`config.mk`:
```
export PLATFORM = sky130hd
export DESIGN_NAME = sram_arbiter
export DESIGN_NICKNAME = d
export VERILOG_FILES = /design/src/rtl/sram_arb_pkg.sv /design/src/rtl/sram_arb_pick.sv /design/src/rtl/sram_arbiter.sv
export SDC_FILE = /design/constraint.sdc
export NUM_CORES = 1
export LEC_CHECK = 0
export BUFFER_PORTS_ARGS = -buffer_cell sky130_fd_sc_hd__buf_2
export CAP_MARGIN = 10
export CORE_AREA = 2 2 137 139
export CTS_CLUSTER_SIZE = 12
export DETAILED_ROUTE_END_ITERATION = 8
export DIE_AREA = 0 0 139 141
export GPL_TIMING_DRIVEN = 0
export SYNTH_ARGS = -nofsm -noshare
export SYNTH_HDL_FRONTEND = slang
export SYNTH_SLANG_ARGS = --single-unit
```
`constraint.sdc`:
```
create_clock -name clk -period 2 [get_ports clk]
set_input_delay 0.3 -clock clk [delete_from_list [all_inputs] [get_ports clk]]
set_output_delay 0.3 -clock clk [all_outputs]
set_load 0.05 [all_outputs]
```
`src/rtl/sram_arb_pkg.sv`:
```
// Purpose : shared types and constants for the two-port SRAM arbiter.
// Latency : n/a (declarations only).
// Backpressure: n/a.
package sram_arb_pkg;

  localparam int ADDR_W_DEF = 18;
  localparam int DATA_W_DEF = 32;

  localparam logic PORT0 = 1'b0;
  localparam logic PORT1 = 1'b1;

  typedef enum logic [1:0] {
    ST_IDLE    = 2'd0,
    ST_BUSY    = 2'd1,
    ST_RELEASE = 2'd2
  } state_t;

  typedef enum logic {
    OP_READ  = 1'b0,
    OP_WRITE = 1'b1
  } op_t;

endpackage

```
`src/rtl/sram_arb_pick.sv`:
```
// Purpose : pick the winning port from two requests and a priority pointer.
// Latency : combinational.
// Backpressure: none; the caller only samples the result in IDLE.
//
// Ports:
//   req0, req1 : request (re|we) from port 0 / port 1
//   prio       : port that wins when both request at once
//   any        : at least one port is requesting
//   win        : index of the winning port (only meaningful when any=1)
module sram_arb_pick
  import sram_arb_pkg::*;
(
  input  logic req0,
  input  logic req1,
  input  logic prio,
  output logic any,
  output logic win
);

  always_comb begin
    any = req0 | req1;
    win = PORT0;
    if (req0 && req1) begin
      win = prio;
    end else if (req1) begin
      win = PORT1;
    end
  end

endmodule

```
`src/rtl/sram_arbiter.sv`:
```
// Purpose : share one SRAM controller between the MEM stage (port 0) and a
//           secondary master (port 1).
// Latency : grant on the sampling edge, 4 enabled cycles, 1 release cycle.
// Backpressure: pN_ready stays low while a port's request is pending and
//               not yet completing; requesters hold their request until then.
//
// Build option: define SRAM_ARB_RR_EN for round-robin arbitration on
// simultaneous requests; otherwise port 0 always wins a tie.
//
// Ports:
//   clk, rst              : clock, synchronous active-high reset
//   pN_addr/pN_wdata      : requester address / write data
//   pN_re/pN_we           : requester read / write request (we wins if both)
//   pN_rdata/pN_ready     : read data / not-stalled to requester
//   m_addr/m_wdata        : latched address / write data to controller
//   m_re/m_we             : controller enables, high only in BUSY
//   m_rdata/m_ready       : controller read data / completion
//   busy, gnt             : arbiter occupied / index of the granted port
module sram_arbiter
  import sram_arb_pkg::*;
#(
  parameter int ADDR_W = ADDR_W_DEF,
  parameter int DATA_W = DATA_W_DEF
) (
  input  logic              clk,
  input  logic              rst,

  input  logic [ADDR_W-1:0] p0_addr,
  input  logic [DATA_W-1:0] p0_wdata,
  input  logic              p0_re,
  input  logic              p0_we,
  output logic [DATA_W-1:0] p0_rdata,
  output logic              p0_ready,

  input  logic [ADDR_W-1:0] p1_addr,
  input  logic [DATA_W-1:0] p1_wdata,
  input  logic              p1_re,
  input  logic              p1_we,
  output logic [DATA_W-1:0] p1_rdata,
  output logic              p1_ready,

  output logic [ADDR_W-1:0] m_addr,
  output logic [DATA_W-1:0] m_wdata,
  output logic              m_re,
  output logic              m_we,
  input  logic [DATA_W-1:0] m_rdata,
  input  logic              m_ready,

  output logic              busy,
  output logic              gnt
);

  state_t            state_q, state_d;
  logic              gnt_q;
  logic [ADDR_W-1:0] addr_q;
  logic [DATA_W-1:0] wdata_q;
  op_t               op_q;
  logic [DATA_W-1:0] rdata0_q, rdata1_q;

  logic req0, req1;
  logic any_req, win;
  logic prio;
  logic in_busy, done, rd_done;

  assign req0 = p0_re | p0_we;
  assign req1 = p1_re | p1_we;

`ifdef SRAM_ARB_RR_EN
  // Holds the port that wins the next tie; flipped away from each winner.
  logic prio_q;

  always_ff @(posedge clk) begin
    if (rst) begin
      prio_q <= PORT0;
    end else if (state_q == ST_IDLE && any_req) begin
      prio_q <= ~win;
    end
  end

  assign prio = prio_q;
`else
  assign prio = PORT0;
`endif

  sram_arb_pick u_pick (
    .req0 (req0),
    .req1 (req1),
    .prio (prio),
    .any  (any_req),
    .win  (win)
  );

  assign in_busy = (state_q == ST_BUSY);
  assign done    = in_busy & m_ready;
  assign rd_done = done & (op_q == OP_READ);

  // FSM state register
  always_ff @(posedge clk) begin
    if (rst) begin
      state_q <= ST_IDLE;
    end else begin
      state_q <= state_d;
    end
  end

  // FSM next state
  always_comb begin
    state_d = state_q;
    case (state_q)
      ST_IDLE:    if (any_req) state_d = ST_BUSY;
      ST_BUSY:    if (m_ready) state_d = ST_RELEASE;
      // One idle cycle with enables low lets the controller's counter clear.
      ST_RELEASE: state_d = ST_IDLE;
      default:    state_d = ST_IDLE;
    endcase
  end

  // Transaction latch: captured only when a grant is made in IDLE, so a
  // request withdrawn mid-BUSY cannot disturb the transaction in flight.
  always_ff @(posedge clk) begin
    if (rst) begin
      gnt_q   <= PORT0;
      addr_q  <= '0;
      wdata_q <= '0;
      op_q    <= OP_READ;
    end else if (state_q == ST_IDLE && any_req) begin
      gnt_q <= win;
      if (win == PORT1) begin
        addr_q  <= p1_addr;
        wdata_q <= p1_wdata;
        op_q    <= p1_we ? OP_WRITE : OP_READ;
      end else begin
        addr_q  <= p0_addr;
        wdata_q <= p0_wdata;
        op_q    <= p0_we ? OP_WRITE : OP_READ;
      end
    end
  end

  // Per-port read data hold registers
  always_ff @(posedge clk) begin
    if (rst) begin
      rdata0_q <= '0;
      rdata1_q <= '0;
    end else if (rd_done) begin
      if (gnt_q == PORT1) begin
        rdata1_q <= m_rdata;
      end else begin
        rdata0_q <= m_rdata;
      end
    end
  end

  assign m_addr  = addr_q;
  assign m_wdata = wdata_q;
  assign m_re    = in_busy & (op_q == OP_READ);
  assign m_we    = in_busy & (op_q == OP_WRITE);

  assign busy = (state_q == ST_BUSY) | (state_q == ST_RELEASE);
  assign gnt  = gnt_q;

  assign p0_ready = ~req0 | (done & (gnt_q == PORT0));
  assign p1_ready = ~req1 | (done & (gnt_q == PORT1));

  // Granted port sees the controller data directly while BUSY so the value
  // is valid in the same cycle that ready rises.
  assign p0_rdata = (in_busy && gnt_q == PORT0) ? m_rdata : rdata0_q;
  assign p1_rdata = (in_busy && gnt_q == PORT1) ? m_rdata : rdata1_q;

endmodule

```
==> flow_metrics.env <==
export IMPL_synthTopCellsByCount="131 x nand2_1, 118 x dfxtp_1, 73 x o21ai_0"
export IMPL_ant_nets=0
export IMPL_postSynthCellCount=678
export IMPL_diodes=0
export IMPL_worstSetupPathType="flop to output pin"
export IMPL_ys_seq_elements=118
export IMPL_required_ns=1.70
export IMPL_antenna_found_initial=0
export IMPL_hold_viol=0
export IMPL_netlist_area_leader_share=0.430
export IMPL_powerDensity_nw_per_um2=1090
export IMPL_synthArstFlopShare=0
export IMPL_cts_root_buf="clkbuf_16"
export IMPL_end_kind="output pin"
export IMPL_yosysMostFrequentCell="nand2_1"
export IMPL_drt_total_wl_mm=19.7
export IMPL_max_stage_delay_ns=0.32
export IMPL_grt_max_degree=17
export IMPL_fmax_mhz=456
export IMPL_hold_slack_ns=0.157
export IMPL_max_cap_violations=0
export IMPL_grt_usage=0.194
export IMPL_r2r_start="state_q[1]"
export IMPL_hold_buffers=0
export IMPL_dp_hpwl_mm=13.7
export IMPL_final_net_count=1107
export IMPL_skew_ns=0.00547
export IMPL_min_period_over_period=1.10
export IMPL_drt_iter0_markers=205
export IMPL_cp_slowest_cell="dfxtp_2"
export IMPL_p_clk_frac=0.349
export IMPL_leakage_nw=3.74
export IMPL_vias_per_cell=4.97
export IMPL_dp_cells=1170
export IMPL_p_total_mw=9.21
export IMPL_final_layout_size_suffix_gt1_frac=0.413
export IMPL_cp_common_cell="buf_6"
export IMPL_die_width_um=139
export IMPL_grt_pass1_vias=5994
export IMPL_cts_sinks=118
export IMPL_synth_edff_count=0
export IMPL_rsz0062_at_grt="true"
export IMPL_grt_pass1_wl_mm=30.9
export IMPL_dpl_cell_area_um2=7080
export IMPL_syn_nets=820
export IMPL_highest_layer="met4"
export IMPL_crit_start="state_q[1]"
export IMPL_p_seq_frac=0.297
export IMPL_route_met2_wl_mm=9.53
export IMPL_internal_power_mw=5.75
export IMPL_netlist_area_um2=5490
export IMPL_io_buffers=258
export IMPL_clk_pin_slew_worst_paths_ns=0.06
export IMPL_synth_area_leader_cell="dfxtp_1"
export IMPL_synth_cell_type_count=28
export IMPL_worst_slew_pin_slew_ns=0.607
export IMPL_cts_tree="built"
export IMPL_worstHoldPathType="input port to flop"
export IMPL_startpoint_type="flop"
export IMPL_synth_flop_cell="dfxtp_1"
export IMPL_drt_first_pass_iters=4
export IMPL_p_comb_frac=0.354
export IMPL_finalSetupViolations=62
export IMPL_drc=0
export IMPL_synth_area_leaders="dfxtp_1 43%, mux2_2 13%, nand2_1 9.0%"
export IMPL_syn_to_final_growth_pct=54.4
export IMPL_finalMaxSlewViolations=0
export IMPL_utilization=0.464
export IMPL_wl_met3_mm=1.31
export IMPL_fp_row_count=50
export IMPL_wl_met1_mm=8.31
export IMPL_io_pins=259
export IMPL_fp_dieH_um=141
export IMPL_worstPathArrival_ns=1.89
export IMPL_fin_area_um2=8480
export IMPL_grt_overflow=0
export IMPL_detail_route_wl_per_cell_um=16.2
export IMPL_max_slew_margin=0.594
export IMPL_clock_latency_ns=0.41
export IMPL_ys_seq_area_frac=0.430
export IMPL_hp_start="m_rdata[20]"
export IMPL_initial_core_util=0.301
export IMPL_sw_frac_of_total=0.376
export IMPL_gp_congestion=0.856
export IMPL_path_max_fanout=8
export IMPL_peakVddDrop_mv=0.576
export IMPL_cts_made_buffers=17
export IMPL_p_sw_mw=3.46
export IMPL_fin_crit_ns=2.19
export IMPL_vias=6025
export IMPL_avgSynthCellArea_um2=8.10
export IMPL_violations="negative setup slack"
export IMPL_clock_path_buffers=2
export IMPL_setup_ws_ns=-0.192
export IMPL_crit_path_cell_trace="inv_2 -> ha_4 -> nand2b_4 -> buf_12 -> buf_6 -> buf_6 -> mux2_4 -> buf_8"
export IMPL_coreArea_um2=18300
export IMPL_h_tree_depth=4
export IMPL_outcome="finished with violations"
export IMPL_fin_cells=1212
export IMPL_synth_warnings=0
export IMPL_dieArea_um2=19600
path summary, 6_finish.rpt:
path                                endpoint  slack, ns  depth (start not counted)
worst max-delay path            p0_rdata[31]      -0.19                          8
worst min register to register  rdata1_q[30]       0.45                          2
worst min-delay path            rdata1_q[20]       0.16                          3
worst max register to register    m_addr[16]       0.14                          7
per-stage QoR:
| step | worst slack, ns | TNS (ns) |
|---|---|---|
| finish | -0.192 | -7.28 |
| global route | -0.256 | -12.39 |
| CTS | -0.219 | -9.22 |
| detailed placement | -0.210 | -10.52 |
| global placement | -0.195 | -9.45 |
| floorplan | 0.0192 | 0 |
layout make-up:
class	count	area, um2
timing repair buffer	270	1850
clock buffer	17	425
sequential	118	2370
buffer	66	368
clock inverter	15	190
fill	1856	9790
multi-input combinational	487	2960
inverter	5	18.8
tap	234	293
power by group through the flow:
stage	clock, mW	sequential (mW)	combinational (mW)
after floorplan	0	3.41	1.32
after global placement	0	2.77	2.71
after detailed placement	0	2.77	2.72
after CTS	3.28	2.73	3.12
after global routing	3.39	2.76	3.44
final	3.21	2.74	3.26
placed cells by master, fill, tap and decap left out, types with 2 or more instances in the layout:
cell / netlist / routed
buf_2: 24 / 210
nand2_1: 131 / 130
dfxtp_1: 118 / 115
o21ai_0: 73 / 71
a21oi_1: 67 / 67
nand3_1: 51 / 51
a31oi_1: 51 / 51
clkbuf_1: 40 / 40
buf_4: 0 / 35
buf_8: 0 / 34
mux2_2: 64 / 33
mux2_4: 0 / 31
o21ai_1: 29 / 29
clkbuf_16: 0 / 19
buf_6: 2 / 10
inv_6: 0 / 6
inv_1: 5 / 4
buf_12: 0 / 4
clkinv_4: 0 / 4
nor2_1: 3 / 3
bufinv_16: 0 / 3
nor2b_1: 2 / 2
o21ai_2: 0 / 2
ha_1: 3 / 2
dfxtp_2: 0 / 2
cell families (layout without fill, tap and decap cells):
logic type,Yosys count,after routing,synth area share
AOI/OAI and AO/OA,223,223,0.218
muxes,65,65,0.133
buffers and inverters,73,373,0.0586
and+or+nand+nor,196,196,0.154
DFF,118,118,0.430
adders and majority gates,3,3,0.00684
timing repair:
action                     CTS  global route
gates resized for setup    153            52
setup endpoints to repair   66            66
cloned                       1             2
pin swaps                    0             2
setup buffers                9             2
worst max-delay path, delay by kind of cell (launching register included):
kind | cells | cell delay, ns
buffers and inverters | 5 | 0.60
flip-flops | 1 | 0.32
multiplexers | 1 | 0.30
adder cells (fa/ha/maj) | 1 | 0.18
AND/OR/NAND/NOR | 1 | 0.06
registers in the layout, indices dropped and copies added (netlist names):
name	cells
gnt	1
m_addr	18
m_wdata	32
op_q	1
rdata0_q	32
rdata1_q	32
state_q	2
layer usage:
| metal | vias to the layer above | track usage |
|---|---|---|
| li1 | 2979 | - |
| met4 | 0 | 0.0744 |
| met2 | 228 | 0.320 |
| met3 | 32 | 0.0530 |
| met5 | - | 0 |
| met1 | 2786 | 0.244 |
No activity file was read; power rests on OpenSTA's default activity.
